## src/rtl/opl3_pkg.sv

```systemverilog
// Shared widths, register map constants, FSM encodings and payload structs
// for the OPL3 host register front end.
package opl3_pkg;

  localparam int unsigned REG_FNUM_WIDTH  = 10;
  localparam int unsigned REG_BLOCK_WIDTH = 3;
  localparam int unsigned REG_MULT_WIDTH  = 4;
  localparam int unsigned REG_WS_WIDTH    = 3;

  localparam int unsigned OPL3_NUM_OPS        = 36;
  localparam int unsigned OPL3_NUM_CHANS      = 18;
  localparam int unsigned OPL3_OPS_PER_BANK   = 18;
  localparam int unsigned OPL3_CHANS_PER_BANK = 9;

  localparam int unsigned SLOT_W = 6;
  localparam int unsigned CHAN_W = 5;

  // Register base addresses
  localparam logic [7:0] ADDR_OP_AM  = 8'h20;
  localparam logic [7:0] ADDR_CH_FLO = 8'hA0;
  localparam logic [7:0] ADDR_CH_FHI = 8'hB0;
  localparam logic [7:0] ADDR_DVB    = 8'hBD;
  localparam logic [7:0] ADDR_OP_WS  = 8'hE0;
  localparam logic [7:0] ADDR_NEW    = 8'h05;

  // Data-write pipeline states
  localparam logic [1:0] ST_IDLE   = 2'd0;
  localparam logic [1:0] ST_DECODE = 2'd1;
  localparam logic [1:0] ST_COMMIT = 2'd2;
  localparam logic [1:0] ST_HOLD   = 2'd3;

  // What a committed data write updates
  typedef enum logic [2:0] {
    DK_NONE  = 3'd0,
    DK_OP_AM = 3'd1,
    DK_OP_WS = 3'd2,
    DK_CH_A  = 3'd3,
    DK_CH_B  = 3'd4,
    DK_DVB   = 3'd5,
    DK_NEW   = 3'd6
  } dec_kind_t;

  typedef struct packed {
    logic                      vib;
    logic [REG_MULT_WIDTH-1:0] mult;
    logic [REG_WS_WIDTH-1:0]   ws;
  } op_regs_t;

  typedef struct packed {
    logic [REG_FNUM_WIDTH-1:0]  fnum;
    logic [REG_BLOCK_WIDTH-1:0] block;
  } chan_regs_t;

endpackage

```

## src/rtl/opl3_reg_decode_if.sv

```systemverilog
// Host write bus and indexed operator read port of the register front end.
interface opl3_reg_decode_if;
  import opl3_pkg::*;

  logic                       host_wr;
  logic                       host_a0;
  logic                       host_a1;
  logic [7:0]                 host_din;
  logic                       host_busy;
  logic                       host_drop;
  logic [SLOT_W-1:0]          op_sel;
  logic [REG_FNUM_WIDTH-1:0]  fnum;
  logic [REG_BLOCK_WIDTH-1:0] block;
  logic [REG_MULT_WIDTH-1:0]  mult;
  logic [REG_WS_WIDTH-1:0]    ws;
  logic                       vib;
  logic                       dvb;

  modport master (
    output host_wr, host_a0, host_a1, host_din, op_sel,
    input  host_busy, host_drop, fnum, block, mult, ws, vib, dvb
  );

  modport slave (
    input  host_wr, host_a0, host_a1, host_din, op_sel,
    output host_busy, host_drop, fnum, block, mult, ws, vib, dvb
  );

endinterface

```

## src/rtl/opl3_slot_map.sv

```systemverilog
// Combinational OPL3 slot arithmetic: register offset -> operator slot, and
// operator slot -> owning channel.
module opl3_slot_map
  import opl3_pkg::*;
(
  input  logic              bank_i,
  input  logic [4:0]        off_i,
  input  logic [SLOT_W-1:0] slot_i,
  output logic              op_valid_c_o,
  output logic [SLOT_W-1:0] op_slot_c_o,
  output logic [CHAN_W-1:0] chan_c_o
);

  localparam logic [SLOT_W-1:0] OPS_BANK   = SLOT_W'(OPL3_OPS_PER_BANK);
  localparam logic [CHAN_W-1:0] CHANS_BANK = CHAN_W'(OPL3_CHANS_PER_BANK);

  logic       hi_c;
  logic [4:0] rem_c;
  logic [1:0] grp_c;
  logic [2:0] pos_c;
  logic [1:0] sub_c;

  // Offsets come in groups of 8 with the top two of each group unused
  always_comb begin
    op_valid_c_o = (off_i <= 5'd21) && (off_i[2:0] < 3'd6);
    op_slot_c_o  = (bank_i ? OPS_BANK : '0)
                 + SLOT_W'(off_i[4:3]) * SLOT_W'(6)
                 + SLOT_W'(off_i[2:0]);
  end

  // Each group of 6 slots holds 3 channels, two operators per channel
  always_comb begin
    hi_c  = (slot_i >= OPS_BANK);
    rem_c = hi_c ? 5'(slot_i - OPS_BANK) : 5'(slot_i);
    if (rem_c >= 5'd12) begin
      grp_c = 2'd2;
      pos_c = 3'(rem_c - 5'd12);
    end else if (rem_c >= 5'd6) begin
      grp_c = 2'd1;
      pos_c = 3'(rem_c - 5'd6);
    end else begin
      grp_c = 2'd0;
      pos_c = 3'(rem_c);
    end
    sub_c    = (pos_c >= 3'd3) ? 2'(pos_c - 3'd3) : 2'(pos_c);
    chan_c_o = (hi_c ? CHANS_BANK : '0)
             + CHAN_W'(grp_c) * CHAN_W'(3)
             + CHAN_W'(sub_c);
  end

endmodule

```

## src/rtl/opl3_reg_decode.sv

```systemverilog
// OPL3 host register front end: two-phase host writes are decoded into
// per-operator and per-channel storage, served through a registered read port.
module opl3_reg_decode
  import opl3_pkg::*;
#(
  parameter int unsigned BUSY_CYCLES = 4,
  parameter int unsigned NUM_OPS     = OPL3_NUM_OPS,
  parameter int unsigned NUM_CHANS   = OPL3_NUM_CHANS
) (
  input  logic             clk,
  input  logic             reset_n,
  opl3_reg_decode_if.slave bus
);

  localparam int unsigned HOLD_W = (BUSY_CYCLES > 1) ? $clog2(BUSY_CYCLES) : 1;

  logic [1:0]          state_q, state_d;
  logic [HOLD_W-1:0]   hold_q, hold_d;
  logic                busy_q, busy_d;
  logic                drop_q, drop_d;
  logic [7:0]          addr0_q, addr1_q;
  logic                cap_bank_q;
  logic [7:0]          cap_addr_q;
  logic [7:0]          cap_din_q;
  dec_kind_t           dec_kind_q, dec_kind_d;
  logic [SLOT_W-1:0]   dec_idx_q, dec_idx_d;
  logic                new_q;
  logic                dvb_q;
  op_regs_t            op_q [NUM_OPS];
  chan_regs_t          ch_q [NUM_CHANS];

  logic [REG_FNUM_WIDTH-1:0]  fnum_q;
  logic [REG_BLOCK_WIDTH-1:0] block_q;
  logic [REG_MULT_WIDTH-1:0]  mult_q;
  logic [REG_WS_WIDTH-1:0]    ws_q;
  logic                       vib_q;

  logic              data_wr_c, addr_wr_c, accept_c;
  logic              op_valid_c;
  logic [SLOT_W-1:0] op_slot_c;
  logic [CHAN_W-1:0] rd_chan_c;

  assign data_wr_c = bus.host_wr &  bus.host_a0;
  assign addr_wr_c = bus.host_wr & ~bus.host_a0;
  assign accept_c  = data_wr_c && (state_q == ST_IDLE);

  opl3_slot_map u_slot_map (
    .bank_i       (cap_bank_q),
    .off_i        (cap_addr_q[4:0]),
    .slot_i       (bus.op_sel),
    .op_valid_c_o (op_valid_c),
    .op_slot_c_o  (op_slot_c),
    .chan_c_o     (rd_chan_c)
  );

  // FSM state, hold counter and host status registers
  always_ff @(posedge clk or negedge reset_n) begin
    if (!reset_n) begin
      state_q <= ST_IDLE;
      hold_q  <= '0;
      busy_q  <= 1'b0;
      drop_q  <= 1'b0;
    end else begin
      state_q <= state_d;
      hold_q  <= hold_d;
      busy_q  <= busy_d;
      drop_q  <= drop_d;
    end
  end

  // Next state: IDLE -> DECODE -> COMMIT -> BUSY_CYCLES x HOLD -> IDLE
  always_comb begin
    state_d = state_q;
    hold_d  = hold_q;
    case (state_q)
      ST_IDLE:   if (data_wr_c) state_d = ST_DECODE;
      ST_DECODE: state_d = ST_COMMIT;
      ST_COMMIT: begin
        state_d = ST_HOLD;
        hold_d  = HOLD_W'(BUSY_CYCLES - 1);
      end
      ST_HOLD: begin
        if (hold_q == '0) state_d = ST_IDLE;
        else              hold_d  = hold_q - HOLD_W'(1);
      end
      default:   state_d = ST_IDLE;
    endcase
    busy_d = (state_d != ST_IDLE);
    drop_d = data_wr_c && (state_q != ST_IDLE);
  end

  // Classify the captured write into the register it targets
  always_comb begin
    dec_kind_d = DK_NONE;
    dec_idx_d  = '0;
    if ((cap_addr_q[7:5] == ADDR_OP_AM[7:5]) && op_valid_c) begin
      dec_kind_d = DK_OP_AM;
      dec_idx_d  = op_slot_c;
    end else if ((cap_addr_q[7:5] == ADDR_OP_WS[7:5]) && op_valid_c) begin
      dec_kind_d = DK_OP_WS;
      dec_idx_d  = op_slot_c;
    end else if ((cap_addr_q[7:4] == ADDR_CH_FLO[7:4]) && (cap_addr_q[3:0] <= 4'd8)) begin
      dec_kind_d = DK_CH_A;
      dec_idx_d  = SLOT_W'((cap_bank_q ? CHAN_W'(OPL3_CHANS_PER_BANK) : '0)
                           + CHAN_W'(cap_addr_q[3:0]));
    end else if ((cap_addr_q[7:4] == ADDR_CH_FHI[7:4]) && (cap_addr_q[3:0] <= 4'd8)) begin
      dec_kind_d = DK_CH_B;
      dec_idx_d  = SLOT_W'((cap_bank_q ? CHAN_W'(OPL3_CHANS_PER_BANK) : '0)
                           + CHAN_W'(cap_addr_q[3:0]));
    end else if (!cap_bank_q && (cap_addr_q == ADDR_DVB)) begin
      dec_kind_d = DK_DVB;
    end else if (cap_bank_q && (cap_addr_q == ADDR_NEW)) begin
      dec_kind_d = DK_NEW;
    end
  end

  // Address latches, write capture and decode result
  always_ff @(posedge clk or negedge reset_n) begin
    if (!reset_n) begin
      addr0_q    <= '0;
      addr1_q    <= '0;
      cap_bank_q <= 1'b0;
      cap_addr_q <= '0;
      cap_din_q  <= '0;
      dec_kind_q <= DK_NONE;
      dec_idx_q  <= '0;
    end else begin
      if (addr_wr_c) begin
        if (bus.host_a1) addr1_q <= bus.host_din;
        else             addr0_q <= bus.host_din;
      end
      if (accept_c) begin
        cap_bank_q <= bus.host_a1;
        cap_addr_q <= bus.host_a1 ? addr1_q : addr0_q;
        cap_din_q  <= bus.host_din;
      end
      if (state_q == ST_DECODE) begin
        dec_kind_q <= dec_kind_d;
        dec_idx_q  <= dec_idx_d;
      end
    end
  end

  // Register storage, written once per accepted data write in COMMIT
  always_ff @(posedge clk or negedge reset_n) begin
    if (!reset_n) begin
      for (int unsigned i = 0; i < NUM_OPS; i++)   op_q[i] <= '0;
      for (int unsigned i = 0; i < NUM_CHANS; i++) ch_q[i] <= '0;
      new_q <= 1'b0;
      dvb_q <= 1'b0;
    end else if (state_q == ST_COMMIT) begin
      case (dec_kind_q)
        DK_OP_AM: begin
          op_q[dec_idx_q].vib  <= cap_din_q[6];
          op_q[dec_idx_q].mult <= cap_din_q[3:0];
        end
        DK_OP_WS: op_q[dec_idx_q].ws <= new_q ? cap_din_q[2:0] : {1'b0, cap_din_q[1:0]};
        DK_CH_A:  ch_q[CHAN_W'(dec_idx_q)].fnum[7:0] <= cap_din_q;
        DK_CH_B: begin
          ch_q[CHAN_W'(dec_idx_q)].block     <= cap_din_q[4:2];
          ch_q[CHAN_W'(dec_idx_q)].fnum[9:8] <= cap_din_q[1:0];
        end
        DK_DVB:   dvb_q <= cap_din_q[6];
        DK_NEW:   new_q <= cap_din_q[0];
        default:  ;
      endcase
    end
  end

  // Registered read port; out-of-range slots read as zero
  always_ff @(posedge clk or negedge reset_n) begin
    if (!reset_n) begin
      fnum_q  <= '0;
      block_q <= '0;
      mult_q  <= '0;
      ws_q    <= '0;
      vib_q   <= 1'b0;
    end else if (bus.op_sel < SLOT_W'(NUM_OPS)) begin
      fnum_q  <= ch_q[rd_chan_c].fnum;
      block_q <= ch_q[rd_chan_c].block;
      mult_q  <= op_q[bus.op_sel].mult;
      ws_q    <= op_q[bus.op_sel].ws;
      vib_q   <= op_q[bus.op_sel].vib;
    end else begin
      fnum_q  <= '0;
      block_q <= '0;
      mult_q  <= '0;
      ws_q    <= '0;
      vib_q   <= 1'b0;
    end
  end

  assign bus.host_busy = busy_q;
  assign bus.host_drop = drop_q;
  assign bus.fnum      = fnum_q;
  assign bus.block     = block_q;
  assign bus.mult      = mult_q;
  assign bus.ws        = ws_q;
  assign bus.vib       = vib_q;
  assign bus.dvb       = dvb_q;

endmodule

```

## src/flat_wrapper.sv

```systemverilog
// flat-port wrapper written by rule: the top's interface ports become plain ports
module opl3_reg_decode_flat import opl3_pkg::*;
#(
  parameter int unsigned BUSY_CYCLES = 4,
  parameter int unsigned NUM_OPS     = OPL3_NUM_OPS,
  parameter int unsigned NUM_CHANS   = OPL3_NUM_CHANS
)
  (clk, reset_n, bus_host_wr, bus_host_a0, bus_host_a1, bus_host_din, bus_op_sel, bus_host_busy, bus_host_drop, bus_fnum, bus_block, bus_mult, bus_ws, bus_vib, bus_dvb);
  opl3_reg_decode_if bus_i ();
  input  logic clk;
  input  logic reset_n;
  input wire logic [$bits(bus_i.host_wr)-1:0] bus_host_wr;
  input wire logic [$bits(bus_i.host_a0)-1:0] bus_host_a0;
  input wire logic [$bits(bus_i.host_a1)-1:0] bus_host_a1;
  input wire logic [$bits(bus_i.host_din)-1:0] bus_host_din;
  input wire logic [$bits(bus_i.op_sel)-1:0] bus_op_sel;
  output wire logic [$bits(bus_i.host_busy)-1:0] bus_host_busy;
  output wire logic [$bits(bus_i.host_drop)-1:0] bus_host_drop;
  output wire logic [$bits(bus_i.fnum)-1:0] bus_fnum;
  output wire logic [$bits(bus_i.block)-1:0] bus_block;
  output wire logic [$bits(bus_i.mult)-1:0] bus_mult;
  output wire logic [$bits(bus_i.ws)-1:0] bus_ws;
  output wire logic [$bits(bus_i.vib)-1:0] bus_vib;
  output wire logic [$bits(bus_i.dvb)-1:0] bus_dvb;
  assign bus_i.host_wr = bus_host_wr;
  assign bus_i.host_a0 = bus_host_a0;
  assign bus_i.host_a1 = bus_host_a1;
  assign bus_i.host_din = bus_host_din;
  assign bus_i.op_sel = bus_op_sel;
  assign bus_host_busy = bus_i.host_busy;
  assign bus_host_drop = bus_i.host_drop;
  assign bus_fnum = bus_i.fnum;
  assign bus_block = bus_i.block;
  assign bus_mult = bus_i.mult;
  assign bus_ws = bus_i.ws;
  assign bus_vib = bus_i.vib;
  assign bus_dvb = bus_i.dvb;
  opl3_reg_decode #(.BUSY_CYCLES(BUSY_CYCLES), .NUM_OPS(NUM_OPS), .NUM_CHANS(NUM_CHANS)) u_core (.clk(clk), .reset_n(reset_n), .bus(bus_i));
endmodule
```

## config.mk

```make
export PLATFORM = sky130hd
export DESIGN_NAME = opl3_reg_decode_flat
export DESIGN_NICKNAME = d
export VERILOG_FILES = /design/src/rtl/opl3_pkg.sv /design/src/rtl/opl3_reg_decode_if.sv /design/src/rtl/opl3_slot_map.sv /design/src/rtl/opl3_reg_decode.sv /design/src/flat_wrapper.sv
export SDC_FILE = /design/constraint.sdc
export NUM_CORES = 1
export LEC_CHECK = 0
export CORE_ASPECT_RATIO = 2
export CORE_MARGIN = 10
export CORE_UTILIZATION = 63
export CTS_BUF_LIST = sky130_fd_sc_hd__clkbuf_4
export CTS_CLUSTER_DIAMETER = 150
export CTS_CLUSTER_SIZE = 12
export DETAILED_ROUTE_END_ITERATION = 7
export GPL_ROUTABILITY_DRIVEN = 0
export PLACE_DENSITY = 0.8
export SYNTH_ARGS = -nofsm -noshare
export SYNTH_HDL_FRONTEND = slang
export SYNTH_SLANG_ARGS = --single-unit
```

## constraint.sdc

```tcl
create_clock -name clk -period 3.3 [get_ports clk]
set_clock_uncertainty 0.2 [all_clocks]
set_input_delay 0.66 -clock clk [delete_from_list [all_inputs] [get_ports clk]]
set_output_delay 0.66 -clock clk [all_outputs]
set_load 0.005 [all_outputs]
```

==> results of run 1 <==
## cell type report
type,instances,area [um^2]
Tap cell,550,688
Multi-Input combinational cell,1198,12400
Clock inverter,3,42.5
Fill cell,2940,13200
Antenna cell,1,2.50
Sequential cell,593,14900
Inverter,15,66.3
Clock buffer,60,450
Timing Repair Buffer,166,1640
## sequential cells by signal, indices dropped and copies added (netlist names)
signal                flops
u_core.op_q             288
u_core.ch_q             234
u_core.bus.fnum          10
u_core.addr0_q            8
u_core.addr1_q            8
u_core.cap_addr_q         8
u_core.cap_din_q          8
u_core.dec_idx_q          6
u_core.bus.mult           4
u_core.bus.block          3
u_core.bus.ws             3
u_core.dec_kind_q         3
u_core.hold_q             2
u_core.state_q            2
u_core.bus.dvb            1
u_core.bus.host_busy      1
u_core.bus.host_drop      1
u_core.bus.vib            1
u_core.cap_bank_q         1
u_core.new_q              1
## routing by layer
| layer | wire (um) | vias up |
|---|---|---|
| met4 | 4340 | 2 |
| met5 | 16 | - |
| met1 | 23800 | 8828 |
| met3 | 2650 | 225 |
| li1 | - | 7260 |
| met2 | 35200 | 512 |
## worst register-to-register path, cell delays in order, from the launching register on
cell and delay, ns:
dfrtp_1 0.54, nor3b_4 0.36, nand3_2 0.14, or3_1 0.54
nor2_1 0.61, mux2_2 0.41
## cells by family (layout without fill, tap and decap cells)
group	Yosys count	count (layout)
buffers and inverters	150	244
muxes	721	721
DFF	593	593
AOI/OAI and AO/OA	127	127
adders and majority gates	22	22
and+or+nand+nor	320	320
other	0	1
xor gates and xnor gates	8	8
## power by group through the flow
stage,Clock (mW),Combinational [mW],Sequential (mW)
6_report,3.14,5.24,8.84
5_1_grt,3.47,5.64,8.95
4_1_cts,3.24,5.29,8.83
3_5_place_dp,0,4.79,8.97
3_3_place_gp,0,4.62,8.93
2_1_floorplan,0,3.56,8.17
## final timing paths
kind	start	end	slack [ns]
setup / recovery	bus_op_sel[4]	u_core.bus.fnum[0]	-1.07
hold / removal	bus_op_sel[4]	u_core.bus.ws[1]	0.09
setup reg to reg	u_core.state_q[1]	u_core.op_q[85]	0.39
hold reg to reg	u_core.op_q[98]	u_core.op_q[98]	0.30
max in group asynchronous	reset_n	u_core.cap_din_q[6]	1.79
min in group asynchronous	reset_n	u_core.ch_q[156]	0.15
## per-stage QoR
step | area [um^2] | hold slack (ns) | utilization (%) | TNS [ns]
floorplan | 27900 | 0.164 | - | -24.95
global placement | 29300 | 0.257 | 67.6 | -31.10
detailed placement | 29300 | 0.277 | 67.6 | -32.81
CTS | 30100 | 0.0551 | 69.4 | -15.00
global route | 30100 | 0.0576 | 69.5 | -14.49
finish | 30100 | 0.0915 | 69.5 | -13.11
## placed cells by master (no fill, tap or decap), types with 4 or more instances in the layout
| cell type | count |
|---|---|
| dfrtp_1 | 588 |
| mux2_2 | 547 |
| nand2_1 | 150 |
| mux4_2 | 117 |
| buf_4 | 98 |
| nor2_1 | 72 |
| clkbuf_4 | 60 |
| mux2i_1 | 54 |
| o21ai_0 | 36 |
| clkdlybuf4s50_1 | 35 |
| a21oi_1 | 19 |
| nor3_2 | 18 |
| buf_12 | 17 |
| a32o_1 | 14 |
| ha_1 | 13 |
| inv_1 | 11 |
| nand2b_1 | 10 |
| o221ai_1 | 9 |
| nand3_1 | 9 |
| buf_6 | 9 |
| a221oi_1 | 8 |
| a211oi_1 | 7 |
| nand3b_1 | 6 |
| nor2b_1 | 6 |
| a22oi_1 | 6 |
| nor3_1 | 5 |
| nor2_2 | 5 |
| or3_1 | 5 |
| ha_4 | 5 |
| and2_1 | 4 |
| nor3b_1 | 4 |
## repair_timing
item / 4_1_cts / 5_1_grt
hold endpoints to repair: 101 / 0
pin swaps: 17 / 15
hold buffers: 1 / 0
endpoints found under the setup margin: 13 / 13
resized for setup: 49 / 12
cloned: 3 / 1
buffers inserted: 12 / 2
==> qor.yml, run 1 <==
grt:
  use_met1_pct: 27.2
  grt_use_total_pct: 25.0
  grt_overflow_total: 0
  top_usage_layer: "met2"
  antenna_found_initial: 2
  grt_pass1_vias: 18600
  grt_first_pass_wirelength_um: 104000
  use_met3_pct: 3.43
  met2_usage_pct: 44.8
  grt_max_degree: 108
synth:
  yosysTopAreaCellShare_pct: 53.7
  synth_xor_area_share_pct: 0.321
  yosys-mux-area-fraction_pct: 33.9
  synth_seq_cells: 593
  yosys_most_used_dff: "dfrtp_1"
  synth_cell_types: 62
  synth_area_um2: 27600
  yosysTopAreaCell: "dfrtp_1"
  synth-edff-count: 0
  synthArstFlopShare_pct: 100
  synth-seq-area-share_pct: 53.7
  avgSynthCellArea_um2: 14.2
  synth.most_common_cell: "dfrtp_1"
  synth_top_family_by_area: "multiplexers"
  synth_adder_area_share_pct: 1.08
  yosysWarnings: 0
  synth_nets: 1982
  synth_common_cells: "593 x dfrtp_1, 547 x mux2_2, 151 x nand2_1"
  yosys-top-cells-area: "dfrtp_1 54%, mux2_2 22%, mux4_2 9.5%"
  syn_inst: 1941
  synth-compound-area-share_pct: 3.21
  yosys.area_share.simple_pct: 5.55
floorplan:
  coreArea_um2: 43400
  ioPinCount: 43
  initial_core_util_pct: 63.7
  die_area_um2: 53200
  fp.dieW_um: 168
  fp.dieH_um: 316
  rows: 108
cells_and_area:
  synthToLayoutAreaGrowth_pct: 9.06
  stdcell_count: 2586
  drive_gt1_share_pct: 45.7
  nets: 2070
routing:
  drc_errors: 0
  wl_per_cell_um: 25.5
  drt_first_pass_iters: 7
  vias: 16800
  ant_nets: 0
  vias_per_cell: 6.51
  drt_iter0_markers: 1169
  drt_wl_total_um: 66000
setup_path:
  end_kind: "flip-flop"
  critPathTopFamily: "adder cells"
  cp_max_fo: 8
  cp.required_ns: 3.78
  crit_path_start_kind: "primary input"
  reg2reg_depth: 5
  slowest_delay_ns: 0.67
  critical_path_depth: 23
  arrival_ns: 4.85
  cp_slowest_cell: "fa_2"
  path_cells: "buf_4 > or2_4 > a22o_4 > inv_4 > ha_4 > inv_2 > and2_4 > nor2_4 > xor2_2 > ha_2 > o21bai_4 > a211oi_2 > buf_4 > nor2b_4 > o22a_1 > ha_4 > fa_2 > buf_12 > buf_12 > mux4_2 > mux2i_4 > nand2_1 > a32o_1"
  path_class: "in2reg"
  cp_num_buf_inv: 6
sta:
  finalSetupViolCount: 13
  hold_viol_final: 0
  fmax_mhz: 229
  fin_ws_ns: -1.07
  slew_headroom_pct: 27.2
  period_needed_ns: 4.37
  rsz0062_at_grt: "yes"
  period_share_pct: 132
  maxSlewViolCount: 0
  tightest_slew_ns: 1.09
pwr:
  power_density_nw_per_um2: 571
  seqPwrFrac_pct: 51.4
  switchingPower_mw: 6.08
  clockPowerShare_pct: 18.2
  swShare_pct: 35.3
  power_mw: 17.2
  power_leakage_nw: 14.4
  internal-power_mw: 11.1
  max-vdd-ir-drop_mv: 0.836
  combPwrFrac_pct: 30.4
cts:
  cts_root_buf: "clkbuf_4"
  cts_made_buffers: 55
  cts-htree-levels: 2
  cts_buffer_depth: 3
  cts_tree: "built"
  clk_pin_slew_ns: 0.13
  clock-sinks: 593
  insertion_delay_ns: 0.82
placement:
  place_worst_setup_slack_ns: -2.49
  port-buffer-count: 42
  dpl.cell_count: 2505
  dp_hpwl_um: 46100
hold_path:
  min_path_type: "in2reg"
  holdPathStages: 3
flow_run:
  drv_cap: 0
status:
  outcome: "complete, but fails checks"
  violations: "setup timing"
Power figures use the tool's default switching activity.
==> run 2, diff against run 1 <==
- MAX_ROUTING_LAYER: default -> met4
==> qor.yml, run 2 (synthesis gave the netlist of run 1 again) <==
cells_and_area:
  top_register: "u_core.op_q"
  drive_gt1_share_pct: 45.7
  fin_util_pct: 69.5
  multiInputGateArea_um2: 12400
  most-common-layout-cells: "588 x dfrtp_1, 547 x mux2_2, 150 x nand2_1"
  reg.largest.list: "u_core.op_q: 288 flops, u_core.ch_q: 234 flops, u_core.bus.fnum: 10 flops"
  seq_area_um2: 14900
  largest_reg_flops: 288
  synthToLayoutAreaGrowth_pct: 9.07
  mostFrequentLayoutCell: "dfrtp_1"
  nets: 2070
  n_fill_cell: 2940
routing:
  drc_errors: 0
  wl_met2_um: 35400
  met1_length_um: 23600
  wl_per_cell_um: 25.5
  drt_first_pass_iters: 6
  top_layer_used: "met4"
  drt_wl_total_um: 66000
  vias_per_cell: 6.53
  drt_iter0_markers: 1138
  vias: 16900
  wl_met3_um: 2860
  ant_nets: 0
pwr:
  power_mw: 17.2
  switchingPower_mw: 6.09
  combPwrFrac_pct: 30.4
  internal-power_mw: 11.1
  power_density_nw_per_um2: 572
  swShare_pct: 35.3
  power_leakage_nw: 14.4
  max-vdd-ir-drop_mv: 0.844
  seqPwrFrac_pct: 51.3
  clockPowerShare_pct: 18.2
setup_path:
  slowest_delay_ns: 0.67
  crit_path_start_kind: "primary input"
  cp_slowest_cell: "fa_2"
  path_cells: "buf_4 > or2_4 > a22o_4 > inv_4 > ha_4 > inv_2 > and2_4 > nor2_4 > xor2_2 > ha_2 > o21bai_4 > a211oi_2 > buf_4 > nor2b_4 > o22a_1 > ha_4 > fa_2 > buf_12 > buf_12 > mux4_2 > mux2i_4 > nand2_1 > a32o_1"
  arrival_ns: 4.84
  cp_max_fo: 8
  path_class: "in2reg"
  cp.required_ns: 3.79
  end_kind: "flip-flop"
sta:
  finalSetupViolCount: 13
  fmax_mhz: 230
  slew_headroom_pct: 27.4
  finalSetupTns_ns: -12.98
  hold_viol_final: 0
  rsz0062_at_grt: "yes"
  period_needed_ns: 4.36
  tightest_slew_ns: 1.09
  fin_ws_ns: -1.06
  maxSlewViolCount: 0
  period_share_pct: 132
cts:
  cts_tree: "built"
  insertion_delay_ns: 0.82
  cts_root_buf: "clkbuf_4"
  cts-htree-levels: 2
  cts_buffer_depth: 3
  clock-sinks: 593
  clk_pin_slew_ns: 0.13
  cts_made_buffers: 55
flow_run:
  drv_cap: 0
grt:
  grt_use_total_pct: 25.7
  grt_pass1_vias: 18500
  grt_overflow_total: 0
  grt_first_pass_wirelength_um: 104000
  grt_max_degree: 108
  antenna_found_initial: 2
floorplan:
  initial_core_util_pct: 63.7
  ioPinCount: 43
  fp.dieW_um: 168
  fp.dieH_um: 316
  rows: 108
  die_area_um2: 53200
  coreArea_um2: 43400
placement:
  dp_hpwl_um: 46100
  port-buffer-count: 42
hold_path:
  min_path_type: "in2reg"
status:
  violations: "setup timing"
  outcome: "complete, but fails checks"
[run 2: changes by cell type in the layout (fill, tap and decap cells not counted)]
cell	change
diode_2	+1
[run 2: stage by stage]
stage | setup slack, ns | instances | area [um^2] | hold slack [ns]
after global routing | -1.17 | 2587 | 30100 | 0.0577
final | -1.06 | 2587 | 30100 | 0.0986
after floorplan | -1.92 | 1941 | 27900 | 0.164
after detailed placement | -2.49 | 2505 | 29300 | 0.277
after CTS | -1.20 | 2584 | 30100 | 0.0551
after global placement | -2.36 | 2505 | 29300 | 0.257
[run 2: final cells by class]
class / count / area share [%]
Multi-Input combinational cell: 1198 / 41.1
Antenna cell: 2 / 0.0166
Tap cell: 550 / 2.28
Sequential cell: 593 / 49.3
Clock inverter: 3 / 0.141
Inverter: 15 / 0.220
Timing Repair Buffer: 166 / 5.44
Clock buffer: 60 / 1.49
[run 2: final timing paths]
check | startpoint | end | slack [ns] | depth (start not counted)
max in group asynchronous | reset_n | u_core.cap_din_q[6] | 1.79 | 3
worst max register to register | u_core.state_q[1] | u_core.op_q[85] | 0.38 | 5
worst min-delay path | bus_op_sel[4] | u_core.bus.ws[1] | 0.1 | 3
min in group asynchronous | reset_n | u_core.ch_q[156] | 0.16 | 2
worst min register to register | u_core.op_q[170] | u_core.op_q[170] | 0.30 | 2
worst max-delay path | bus_op_sel[4] | u_core.bus.fnum[0] | -1.06 | 23
[run 2: what timing repair did]
item,CTS,global route
hold buffers,1,0
gates cloned,3,1
setup endpoints to repair,13,13
gates resized for setup,49,12
pin swaps,17,15
buffers inserted,12,2
hold endpoints to repair,101,0
[run 2: routing by layer]
layer	vias to the layer above	GRT usage, %
met5	-	-
met4	0	15.6
met3	233	3.45
met2	525	44.8
met1	8873	27.3
li1	7255	-
[run 2: power by group through the flow]
stage	Combinational, mW	Clock [mW]	Sequential, mW
6_report	5.25	3.14	8.84
5_1_grt	5.64	3.47	8.96
4_1_cts	5.29	3.24	8.83
3_5_place_dp	4.79	0	8.97
3_3_place_gp	4.62	0	8.93
2_1_floorplan	3.56	0	8.17
[run 2: worst max-delay path, delay by kind of cell]
family	cells	cell delay, ns
AOI/OAI and AO/OA	5	1.01
adders and majority gates	4	1.16
buffers and inverters	6	0.69
and+or+nand+nor	5	0.69
xor gates and xnor gates	1	0.09
muxes	2	0.51
